==> src/rtl/alu_pkg.sv <==
// alu_pkg: ALU operation codes, ALUOp classes, R-type opcodes and issue-controller state encoding
// shared by the ALU, its issue controller and their benches.
package alu_pkg;
   typedef enum logic [3:0] {
      OP_AND   = 4'b0000,
      OP_ORR   = 4'b0001,
      OP_ADD   = 4'b0010,
      OP_SUB   = 4'b0110,
      OP_PASSB = 4'b0111,
      OP_NOR   = 4'b1100
   } alu_op_e;
   typedef enum logic [1:0] {
      ALUOP_LS  = 2'b00,
      ALUOP_BR  = 2'b01,
      ALUOP_R   = 2'b10,
      ALUOP_NOR = 2'b11
   } aluop_e;
   localparam logic [10:0] OPC_ADD = 11'b10001011000;
   localparam logic [10:0] OPC_SUB = 11'b11001011000;
   localparam logic [10:0] OPC_AND = 11'b10001010000;
   localparam logic [10:0] OPC_ORR = 11'b10101010000;
   typedef enum logic [1:0] {
      S_IDLE = 2'b00,
      S_EXEC = 2'b01,
      S_RESP = 2'b10
   } state_e;
endpackage

==> src/rtl/alu_op_decode.sv <==
// alu_op_decode: maps (ALUOp class, instruction[31:21]) to the ALU operation code;
// R-type opcodes without a mapping are flagged illegal.
module alu_op_decode
   import alu_pkg::*;
(
   input  logic [1:0]  aluop,
   input  logic [10:0] opcode,
   output logic [3:0]  operation,
   output logic        illegal
);
   always_comb begin
      operation = OP_ADD;
      illegal   = 1'b0;
      case (aluop)
         ALUOP_LS:  operation = OP_ADD;
         ALUOP_BR:  operation = OP_PASSB;
         ALUOP_NOR: operation = OP_NOR;
         default: begin
            case (opcode)
               OPC_ADD: operation = OP_ADD;
               OPC_SUB: operation = OP_SUB;
               OPC_AND: operation = OP_AND;
               OPC_ORR: operation = OP_ORR;
               default: illegal = 1'b1;
            endcase
         end
      endcase
   end
endmodule

==> src/rtl/alu_issue_ctrl.sv <==
// alu_issue_ctrl: multi-cycle sequencer that issues decoded requests to the ALU, holds its
// inputs for ALU_LAT cycles, captures the result and returns it over a valid/ready response.
module alu_issue_ctrl
   import alu_pkg::*;
#(
   parameter int ALU_LAT = 1,
   parameter int WIDTH   = 64
) (
   input  logic             clk,
   input  logic             reset,
   input  logic             req_valid,
   output logic             req_ready,
   input  logic [1:0]       req_aluop,
   input  logic [10:0]      req_opcode,
   input  logic [WIDTH-1:0] req_a,
   input  logic [WIDTH-1:0] req_b,
   output logic [3:0]       alu_operation,
   output logic [WIDTH-1:0] alu_i0,
   output logic [WIDTH-1:0] alu_i1,
   input  logic [WIDTH-1:0] alu_out,
   input  logic             alu_zero,
   output logic             rsp_valid,
   input  logic             rsp_ready,
   output logic [WIDTH-1:0] rsp_result,
   output logic             rsp_zero,
   output logic             rsp_illegal
);
   state_e     state, state_n;
   logic [3:0] cnt;
   logic [3:0] dec_op;
   logic       dec_illegal;
   logic       accept;

   alu_op_decode u_dec (
      .aluop     (req_aluop),
      .opcode    (req_opcode),
      .operation (dec_op),
      .illegal   (dec_illegal)
   );

   assign req_ready = state == S_IDLE;
   assign rsp_valid = state == S_RESP;
   assign accept    = req_ready && req_valid;

   always_comb begin
      state_n = state;
      case (state)
         S_IDLE:  state_n = req_valid ? (dec_illegal ? S_RESP : S_EXEC) : S_IDLE;
         S_EXEC:  state_n = (cnt == 4'd1) ? S_RESP : S_EXEC;
         S_RESP:  state_n = rsp_ready ? S_IDLE : S_RESP;
         default: state_n = S_IDLE;
      endcase
   end

   always_ff @(posedge clk or posedge reset) begin
      if (reset) begin
         state         <= S_IDLE;
         cnt           <= 4'd0;
         alu_operation <= 4'b0000;
         alu_i0        <= '0;
         alu_i1        <= '0;
         rsp_result    <= '0;
         rsp_zero      <= 1'b0;
         rsp_illegal   <= 1'b0;
      end else begin
         state <= state_n;
         // Illegal requests never reach the ALU, so its drive keeps the last issued values.
         if (accept && !dec_illegal) begin
            alu_operation <= dec_op;
            alu_i0        <= req_a;
            alu_i1        <= req_b;
            cnt           <= 4'(ALU_LAT);
         end
         if (accept && dec_illegal) begin
            rsp_result  <= '0;
            rsp_zero    <= 1'b0;
            rsp_illegal <= 1'b1;
         end
         if (state == S_EXEC) begin
            cnt <= cnt - 4'd1;
            if (cnt == 4'd1) begin
               rsp_result  <= alu_out;
               rsp_zero    <= alu_zero;
               rsp_illegal <= 1'b0;
            end
         end
      end
   end
endmodule
==> config.mk <==
export PLATFORM = sky130hd
export DESIGN_NAME = alu_issue_ctrl
export DESIGN_NICKNAME = d
export VERILOG_FILES = /design/src/rtl/alu_pkg.sv /design/src/rtl/alu_op_decode.sv /design/src/rtl/alu_issue_ctrl.sv
export SDC_FILE = /design/constraint.sdc
export NUM_CORES = 1
export LEC_CHECK = 0
export CAP_MARGIN = 40
export CORE_AREA = 2 2 157 159
export CTS_BUF_LIST = sky130_fd_sc_hd__clkbuf_16
export CTS_CLUSTER_SIZE = 30
export DETAILED_ROUTE_END_ITERATION = 6
export DIE_AREA = 0 0 159 161
export PLACE_DENSITY = 0.71
export RECOVER_POWER = 100
export SETUP_SLACK_MARGIN = 0.5
export SLEW_MARGIN = 20
export SYNTH_ARGS = -nofsm -noshare
export SYNTH_HDL_FRONTEND = slang
export SYNTH_SLANG_ARGS = --single-unit
export TNS_END_PERCENT = 20
==> constraint.sdc <==
create_clock -name clk -period 23.5 [get_ports clk]
set_input_delay 5.875 -clock clk [delete_from_list [all_inputs] [get_ports clk]]
set_output_delay 5.875 -clock clk [all_outputs]
set_load 0.05 [all_outputs]
==> results.cfg, run 1 <==
[floorplan]
dieArea_mm2 = 0.0256
die_w_um = 159
coreArea_mm2 = 0.0240
die_h_um = 161
start_util_pct = 34.4
pin_count = 410
num_rows = 57

[global_routing]
antenna_found_initial = 0
grt_first_pass_wirelength_um = 36400
grt_max_degree = 80
track_usage_pct = 17.9
grt_pass1_vias = 6237
gr-total-overflow = 0

[placement]
dp_hpwl_um = 16800
finalWeightedCongestion = 0.758
port_buffers = 409

[logic_synthesis]
ys_seq_area_share_pct = 62.0
yosys_warnings = 0
synthDistinctLibCells = 37
syn-num-nets = 695
synth_area_per_cell_um2 = 17.1
ys_ff_latch = 204
synthCells = 483
mappedNetlistArea_mm2 = 0.00824

[setup_path]
regToRegEndpoint = alu_i0[36]$_DFFE_PP0P_
crit_required_ns = 23.55
timing.rr.start = state[0]$_DFF_PP0_
cp-end-kind = asynchronous set/reset pin
reg2reg_slack_ns = 17.42
crit_type = in2async
setup.worst_path.start_class = primary input
ff2ff_path_depth = 6
cp.arrival_ns = 13.97
path_max_fanout = 79

[clock_tree]
numCtsBuffers = 24
path_clk_slew_ns = 0.06
htreeDepth = 1
cts_root_buf = clkbuf_16
cts_buffer_depth = 3
cts_tree = done
postCtsHoldBufs = 0
post_cts_resized = 0
cts.sinks = 204
postCtsSetupBuffers = 0
insertion_delay_ns = 0.51

[flow_run]
cap_viol_max_count = 8

[sta]
setup-tns-final_ns = 0
finalSetupViolCount = 0
maxSlewViolCount = 367
clock.fmax_mhz = 71.8
hold_violations = 0
rsz0062_at_grt = false
fin_hold_ws_ns = 0.475
worstMarginPinSlew_ns = 4.22
finClkSkew_ns = 0.00801
slew_headroom_pct = -182
min_period_over_period_pct = 59.2
fin_crit_ns = 13.92

[routing]
avgRoutedWirePerCell_um = 18.4
vias_per_cell = 4.63
drtIter0Drc = 224
wirelength_um = 22900
drc = 0
first_pass_iters = 4
vias = 5736
ant_nets = 0

[run_status]
violations = capacitance limit, slew limit
status = finished with violations

[layout]
antenna_cells = 0
syn_to_final_growth_pct = 57.0
layout-drive-gt1-share_pct = 6.34
nets = 1109

[min_path]
hold_end = alu_i0[22]$_DFFE_PP0P_
hp-class = reg2reg
worstHoldStart = alu_i0[22]$_DFFE_PP0P_
holdPathStages = 1

[power_and_ir_drop]
leakage_nw = 5.66
ir_worst_vdd_v = 0.0000761
power.density_mw_per_mm2 = 167
## power breakdown
part / leakage, nW / internal (mW) / switching [mW]
sequential: 2.48 / 0.515 / 0.0819
clock: 0.436 / 0.270 / 0.148
combinational: 2.74 / 0.365 / 0.773
## layout by cell type, fill, tap and decap left out, types with 2 or more instances in the layout
master / synthesis / final
clkdlybuf4s50_1: 0 / 207
dfrtp_1: 204 / 204
dlygate4sd3_1: 0 / 202
mux2_1: 23 / 120
a22o_1: 65 / 65
clkbuf_16: 0 / 25
clkbuf_1: 6 / 8
inv_1: 6 / 7
nand2_1: 7 / 7
mux2_2: 7 / 7
bufinv_16: 0 / 7
nor2_1: 6 / 5
clkinvlp_4: 0 / 5
clkinv_2: 0 / 4
nor2b_1: 3 / 3
nand3_1: 3 / 3
nand2b_1: 3 / 3
mux2_4: 100 / 3
a21oi_1: 1 / 2
o22ai_1: 2 / 2
and2_2: 1 / 2
o21ai_0: 2 / 2
or3_1: 2 / 2
ha_1: 2 / 2
## stage by stage
stage	utilization (%)	std cells	worst slack (ns)	cell area, um2	total power, mW
after floorplan	-	483	12.06	8240	1.48
final	54.0	1239	9.58	12900	2.15
after global routing	54.0	1239	7.65	12900	2.25
after CTS	56.0	1239	14.99	13400	2.33
after detailed placement	52.2	1195	14.46	12500	1.90
after global placement	51.9	1192	14.38	12400	1.88
## metal layers
metal | wire length (um) | share of wire (%) | track usage, % | vias up
met1 | 8810 | 39 | 21.2 | 2819
met5 | 0 | 0 | 0 | -
met2 | 11300 | 49 | 30.8 | 278
li1 | - | - | - | 2593
met4 | 710 | 3.1 | 5.79 | 0
met3 | 2080 | 9.1 | 5.98 | 46
## final cells by class
cell class | count | area, um2
fill | 2120 | 11000
sequential | 204 | 5100
timing repair buffer | 418 | 4130
multi-input combinational | 243 | 2360
clock buffer | 25 | 626
tap | 324 | 405
clock inverter | 19 | 279
inverter | 6 | 23.8
## state kept, by name, summed over array words and instances (netlist names)
signal and cells:
alu_i0 64, alu_i1 64, rsp_result 64, alu_operation 4
cnt 4, state 2, rsp_illegal 1, rsp_zero 1
## Yosys cell counts
| cell | number | area, um2 |
|---|---|---|
| dfrtp_1 | 204 | 5100 |
| mux2_4 | 100 | 1500 |
| a22o_1 | 65 | 569 |
| mux2_1 | 23 | 259 |
| buf_12 | 11 | 220 |
| buf_6 | 9 | 101 |
| mux2_2 | 7 | 78.8 |
| nand2_1 | 7 | 26.3 |
| clkbuf_1 | 6 | 22.5 |
| inv_1 | 6 | 22.5 |
| nor2_1 | 6 | 22.5 |
| buf_2 | 3 | 15.0 |
| nand2b_1 | 3 | 18.8 |
| nand3_1 | 3 | 15.0 |
| nor2b_1 | 3 | 18.8 |
| and2_1 | 2 | 12.5 |
| ha_1 | 2 | 25.0 |
| o21ai_0 | 2 | 10.0 |
| o22ai_1 | 2 | 12.5 |
| or3_1 | 2 | 12.5 |
| a21oi_1 | 1 | 5.00 |
| a21oi_2 | 1 | 8.76 |
| a311oi_2 | 1 | 15.0 |
| a41o_1 | 1 | 10.0 |
| and2_2 | 1 | 7.51 |
| and4bb_2 | 1 | 12.5 |
| buf_4 | 1 | 7.51 |
| mux2i_1 | 1 | 10.0 |
| nand3_2 | 1 | 10.0 |
| nor3b_1 | 1 | 7.51 |
| nor4b_4 | 1 | 23.8 |
| o211ai_1 | 1 | 7.51 |
| o21a_1 | 1 | 7.51 |
| o21bai_1 | 1 | 7.51 |
| o22a_1 | 1 | 8.76 |
| or3b_1 | 1 | 8.76 |
| xor2_1 | 1 | 8.76 |
## logic make-up (layout without fill, tap and decap cells)
group	after synthesis	count (layout)	synth area share, %
AOI/OAI and AO/OA	77	77	8.04
xor gates and xnor gates	1	1	0.106
adders and majority gates	2	2	0.304
buffers and inverters	36	468	4.72
DFF	204	204	62.0
muxes	131	131	22.5
and+or+nand+nor	32	32	2.39
## worst max-delay path, stage by stage
cell and delay [ns]:
dlygate4sd3_1 0.54, clkinvlp_2 1.22, clkbuf_1 3.01, clkbuf_1 1.21
clkbuf_1 1.94
## how the worst max path moves through the flow
stage | endpoint | slack, ns | from | depth (start not counted)
2_1_floorplan | alu_i0[0]$_DFFE_PP0P_ | 12.06 | reset | 1
3_3_place_gp | alu_i0[50]$_DFFE_PP0P_ | 14.38 | req_opcode[0] | 7
3_5_place_dp | alu_i0[58]$_DFFE_PP0P_ | 14.46 | req_opcode[0] | 8
4_1_cts | alu_i0[31]$_DFFE_PP0P_ | 14.99 | req_opcode[0] | 8
5_1_grt | rsp_result[37]$_DFF_PP0_ | 7.65 | reset | 5
6_report | rsp_result[41]$_DFF_PP0_ | 9.58 | reset | 5
Note: power is estimated with default switching activity, not from simulation.
==> run 2, diff against run 1 <==
PLACE_DENSITY = 0.74   (was 0.71)
clock period = 11.2 ns   (was 23.5 ns; I/O delays follow)
==> run 2 against run 1 <==
Compared with the run above: the run still ends with capacitance limit, slew limit left; clock skew hardly changed; non-clock buffer count stayed put; clock-buffer cell count is 2 lower; sequential share of layout area is 0.24 points higher; wire length is 1.1% lower; total power is 100% higher; cell count is 0.24% lower; sequential power is 110% higher; register-to-register slack worse by 11 ns; worst hold slack better by 0.0025 ns; critical path type is now in2reg; critical endpoint is now alu_i0[47]$_DFFE_PP0P_; largest cell class unchanged.
==> results.cfg, run 2 (synthesis results as in run 1) <==
[setup_path]
setup.worst_path.start_class = primary input
crit_family = buffers and inverters
crit_buf_inv = 3
crit_type = in2reg
max_stage_delay_ns = 1.48
path_cells = dlygate4sd3_1, mux2i_1, nand3_2, a21oi_1, clkbuf_1, buf_16, mux2_1
cp.arrival_ns = 7.27
path_max_fanout = 32
crit_required_ns = 11.57
cp-end-kind = register
cp_slowest_cell = a21oi_1

[placement]
dp_hpwl_um = 16700
port_buffers = 409
dpl_cell_area_mm2 = 0.0125
pre_cts_ws_ns = 5.38
finalWeightedCongestion = 0.790
placedCellCount = 1194

[power_and_ir_drop]
ir_worst_vdd_v = 0.000170
power.density_mw_per_mm2 = 340
leakage_nw = 5.64
finalPower_mw = 4.37

[clock_tree]
cts_root_buf = clkbuf_16
cts_tree = done
postCtsSetupBuffers = 0
cts_buffer_depth = 3
path_clk_slew_ns = 0.06
postCtsHoldBufs = 0
cts.sinks = 204
htreeDepth = 1
post_cts_resized = 0
numCtsBuffers = 23
insertion_delay_ns = 0.49

[routing]
first_pass_iters = 4
avgRoutedWirePerCell_um = 18.3
vias_per_cell = 4.64
wirelength_um = 22600
ant_nets = 0
drc = 0
vias = 5737
drtIter0Drc = 250

[layout]
stdcell_area_mm2 = 0.0129
multi_input_area_mm2 = 0.00238
finalNonFillerCells = 1236
layout-drive-gt1-share_pct = 5.49
nets = 1108
final_common_cell = clkdlybuf4s50_1
post-route-util_pct = 53.6
nFillCells = 2110
top_regs = alu_i0 (64), alu_i1 (64), rsp_result (64)
seqCellArea_mm2 = 0.00510
syn_to_final_growth_pct = 56.1
layout_common_cells = 206 x clkdlybuf4s50_1, 204 x dfrtp_1, 203 x dlygate4sd3_1

[sta]
worstMarginPinSlew_ns = 2.92
hold_violations = 0
slew_headroom_pct = -94.3
min_period_over_period_pct = 61.6
maxSlewViolCount = 181
fin_hold_ws_ns = 0.477
finClkSkew_ns = 0.00793
clock.fmax_mhz = 145
fin_crit_ns = 6.90
rsz0062_at_grt = false
finalSetupViolCount = 0
setup-tns-final_ns = 0
worst_slack_ns = 4.30

[floorplan]
start_util_pct = 34.4
dieArea_mm2 = 0.0256
die_h_um = 161
coreArea_mm2 = 0.0240
pin_count = 410
num_rows = 57
die_w_um = 159

[global_routing]
grt_first_pass_wirelength_um = 35200
gr-total-overflow = 0
grt_max_degree = 104
track_usage_pct = 17.3
antenna_found_initial = 1
grt_pass1_vias = 6075

[run_status]
status = finished with violations
violations = capacitance limit, slew limit

[flow_run]
cap_viol_max_count = 5

[min_path]
hp-class = reg2reg
run 2: final timing paths:
path | from | to | slack, ns | depth (start not counted)
setup / recovery | req_opcode[3] | alu_i0[47]$_DFFE_PP0P_ | 4.30 | 7
hold / removal | alu_i1[43]$_DFFE_PP0P_ | alu_i1[43]$_DFFE_PP0P_ | 0.48 | 1
setup reg to reg | state[0]$_DFF_PP0_ | alu_i0[47]$_DFFE_PP0P_ | 6.80 | 5
hold reg to reg | alu_i1[43]$_DFFE_PP0P_ | alu_i1[43]$_DFFE_PP0P_ | 0.48 | 1
max in group asynchronous | reset | alu_i1[57]$_DFFE_PP0P_ | 5.91 | 5
min in group asynchronous | reset | alu_i1[28]$_DFFE_PP0P_ | 3.21 | 2
run 2: final cells by class:
type                            instances  share of cell area, %
Clock buffer                           23                   4.48
Multi-Input combinational cell        243                   18.5
Timing Repair Buffer                  418                   32.8
Inverter                                6                  0.185
Sequential cell                       204                   39.7
Antenna cell                            2                 0.0389
Clock inverter                         16                   1.11
Tap cell                              324                   3.15
run 2: routing by layer:
metal  wire, um  vias up  track usage, %  share of wire, %
li1           -     2587               -                 -
met1       8880     2812            21.3                39
met2      11100      289            29.2                49
met3       1920       49            5.14               8.5
met4        702        0            5.99               3.1
met5          0        -               0                 0
run 2: worst reg2reg max path, cell delays in order, from the launching register on:
cell	delay (ns)
dfrtp_1	0.41
or3b_1	0.42
a21oi_1	1.47
clkbuf_1	1.30
buf_16	0.31
mux2_1	0.37
run 2: where the power goes:
group,internal (mW),switching [mW],total (mW)
combinational,0.771,1.62,2.39
clock,0.438,0.286,0.724
sequential,1.08,0.171,1.25
total,2.29,2.08,4.37
==> run 3, diff against run 2 <==
CORE_AREA = 2 2 158 160   (was 2 2 157 159)
DIE_AREA = 0 0 160 162   (was 0 0 159 161)
PLACE_DENSITY = 0.71   (was 0.74)
clock period = 6.9 ns   (was 11.2 ns; I/O delays follow)
==> run 3 against run 2 <==
Compared with the run above: the flow still finishes with violations (capacitance limit, slew limit); utilization fell by 0.65 points; via count down 1.2%; cell count decreased by 0.16%; wire length down 0.25%; combinational power grew 62%; sequential share of layout area is 0.25 points higher; clock skew increased by 0.0064 ns; global-route usage fell by 0.34 points; total power up 61%; clock-buffer cell count did not move; sequential cell count is the same; critical path type unchanged; critical endpoint is now alu_i0[5]$_DFFE_PP0P_; largest cell class unchanged.
==> results.cfg, run 3 (synthesis results as in run 1) <==
[clock_tree]
post_cts_resized = 0
insertion_delay_ns = 0.51
cts.sinks = 204
postCtsSetupBuffers = 0
cts_root_buf = clkbuf_16
htreeDepth = 1
cts_tree = done
numCtsBuffers = 23
cts_buffer_depth = 3
path_clk_slew_ns = 0.06
postCtsHoldBufs = 0

[global_routing]
grt_max_degree = 106
track_usage_pct = 17.0
antenna_found_initial = 0
grt_pass1_vias = 6097
gr-total-overflow = 0
grt_first_pass_wirelength_um = 34900

[routing]
drc = 0
routed.top_layer = met4
wl_met1_um = 8870
vias_per_cell = 4.59
dr_wl_met3_um = 1930
first_pass_iters = 5
wl_met2_um = 11200
wirelength_um = 22500
drtIter0Drc = 231
avgRoutedWirePerCell_um = 18.3
ant_nets = 0
vias = 5669

[sta]
setup-tns-final_ns = 0
finClkSkew_ns = 0.0144
clock.fmax_mhz = 217
slew_headroom_pct = -72.8
worstMarginPinSlew_ns = 2.59
min_period_over_period_pct = 66.7
hold_violations = 0
fin_crit_ns = 4.60
finalSetupViolCount = 0
rsz0062_at_grt = false
maxSlewViolCount = 144
worst_slack_ns = 2.30

[layout]
layout-drive-gt1-share_pct = 5.82
top_regs = alu_i0 (64), alu_i1 (64), rsp_result (64)
layout_common_cells = 206 x clkdlybuf4s50_1, 204 x dfrtp_1, 203 x dlygate4sd3_1
stdcell_area_mm2 = 0.0128
post-route-util_pct = 53.0
finalNonFillerCells = 1234
syn_to_final_growth_pct = 55.1
final_common_cell = clkdlybuf4s50_1
nFillCells = 2141
antenna_cells = 0
nets = 1107

[floorplan]
num_rows = 57
dieArea_mm2 = 0.0259
pin_count = 410
die_w_um = 160
coreArea_mm2 = 0.0241
die_h_um = 162
start_util_pct = 34.2

[placement]
port_buffers = 409
pre_cts_ws_ns = 2.83
finalWeightedCongestion = 0.756
dp_hpwl_um = 16100
placedCellCount = 1192
dpl_cell_area_mm2 = 0.0125

[setup_path]
crit_family = buffers and inverters
path_max_fanout = 37
setup.worst_path.start_class = primary input
cp.arrival_ns = 5.00
cp-end-kind = register
crit_buf_inv = 2
crit_type = in2reg
max_stage_delay_ns = 1.50
path_cells = dlygate4sd3_1, mux2i_1, nand3_2, a21oi_1, clkbuf_1, mux2_2
crit_required_ns = 7.30
cp_slowest_cell = clkbuf_1

[power_and_ir_drop]
p_int_mw = 3.63
p_seq_share_pct = 28.8
ir_worst_vdd_v = 0.000296
power.switching_mw = 3.40
swShare_pct = 48.3
clockPowerShare_pct = 16.3
pwr-share-comb_pct = 54.9
leakage_nw = 5.59
power.density_mw_per_mm2 = 551

[run_status]
status = finished with violations
violations = capacitance limit, slew limit

[flow_run]
cap_viol_max_count = 2

[min_path]
hp-class = reg2reg
-- run 3: cell types whose count changed in the layout (fill, tap and decap cells not counted), sizes merged --
cell      before  now
bufinv         3    1
clkinvlp       1    4
diode          2    0
buf            5    4
-- run 3: power groups by stage --
stage	clock network (mW)	registers, mW	logic (mW)
after floorplan	0	3.95	1.11
final	1.14	2.03	3.86
after detailed placement	0	2.08	4.37
after global routing	1.23	2.11	4.01
after CTS	1.19	2.08	4.38
after global placement	0	2.08	4.32
-- run 3: final cells by class --
| class | count | area [um2] | share of cell area, % |
|---|---|---|---|
| Sequential cell | 204 | 5100 | 40.0 |
| Timing Repair Buffer | 417 | 4170 | 32.7 |
| Multi-Input combinational cell | 243 | 2360 | 18.5 |
| Clock buffer | 23 | 576 | 4.51 |
| Tap cell | 324 | 405 | 3.17 |
| Clock inverter | 17 | 125 | 0.980 |
| Inverter | 6 | 23.8 | 0.186 |
-- run 3: final timing paths --
check | depth (start not counted) | slack, ns | end | from
max | 6 | 2.30 | alu_i0[5]$_DFFE_PP0P_ | req_opcode[3]
min | 1 | 0.48 | alu_i0[13]$_DFFE_PP0P_ | alu_i0[13]$_DFFE_PP0P_
max reg2reg | 4 | 3.70 | alu_i0[5]$_DFFE_PP0P_ | state[0]$_DFF_PP0_
min reg2reg | 1 | 0.48 | alu_i0[13]$_DFFE_PP0P_ | alu_i0[13]$_DFFE_PP0P_
max in group asynchronous | 3 | 2.45 | rsp_result[60]$_DFF_PP0_ | reset
min in group asynchronous | 2 | 1.63 | alu_i0[54]$_DFFE_PP0P_ | reset
-- run 3: metrics by stage --
stage	hold slack, ns	power (mW)
floorplan	0.519	5.05
global placement	0.466	6.40
detailed placement	0.474	6.45
CTS	0.488	7.65
global route	0.487	7.36
finish	0.478	7.03
-- run 3: per-layer routing --
layer / up-vias / track usage, %
met5: - / 0
met4: 0 / 5.61
met3: 43 / 5.13
met2: 261 / 29.1
met1: 2785 / 20.5
li1: 2580 / -
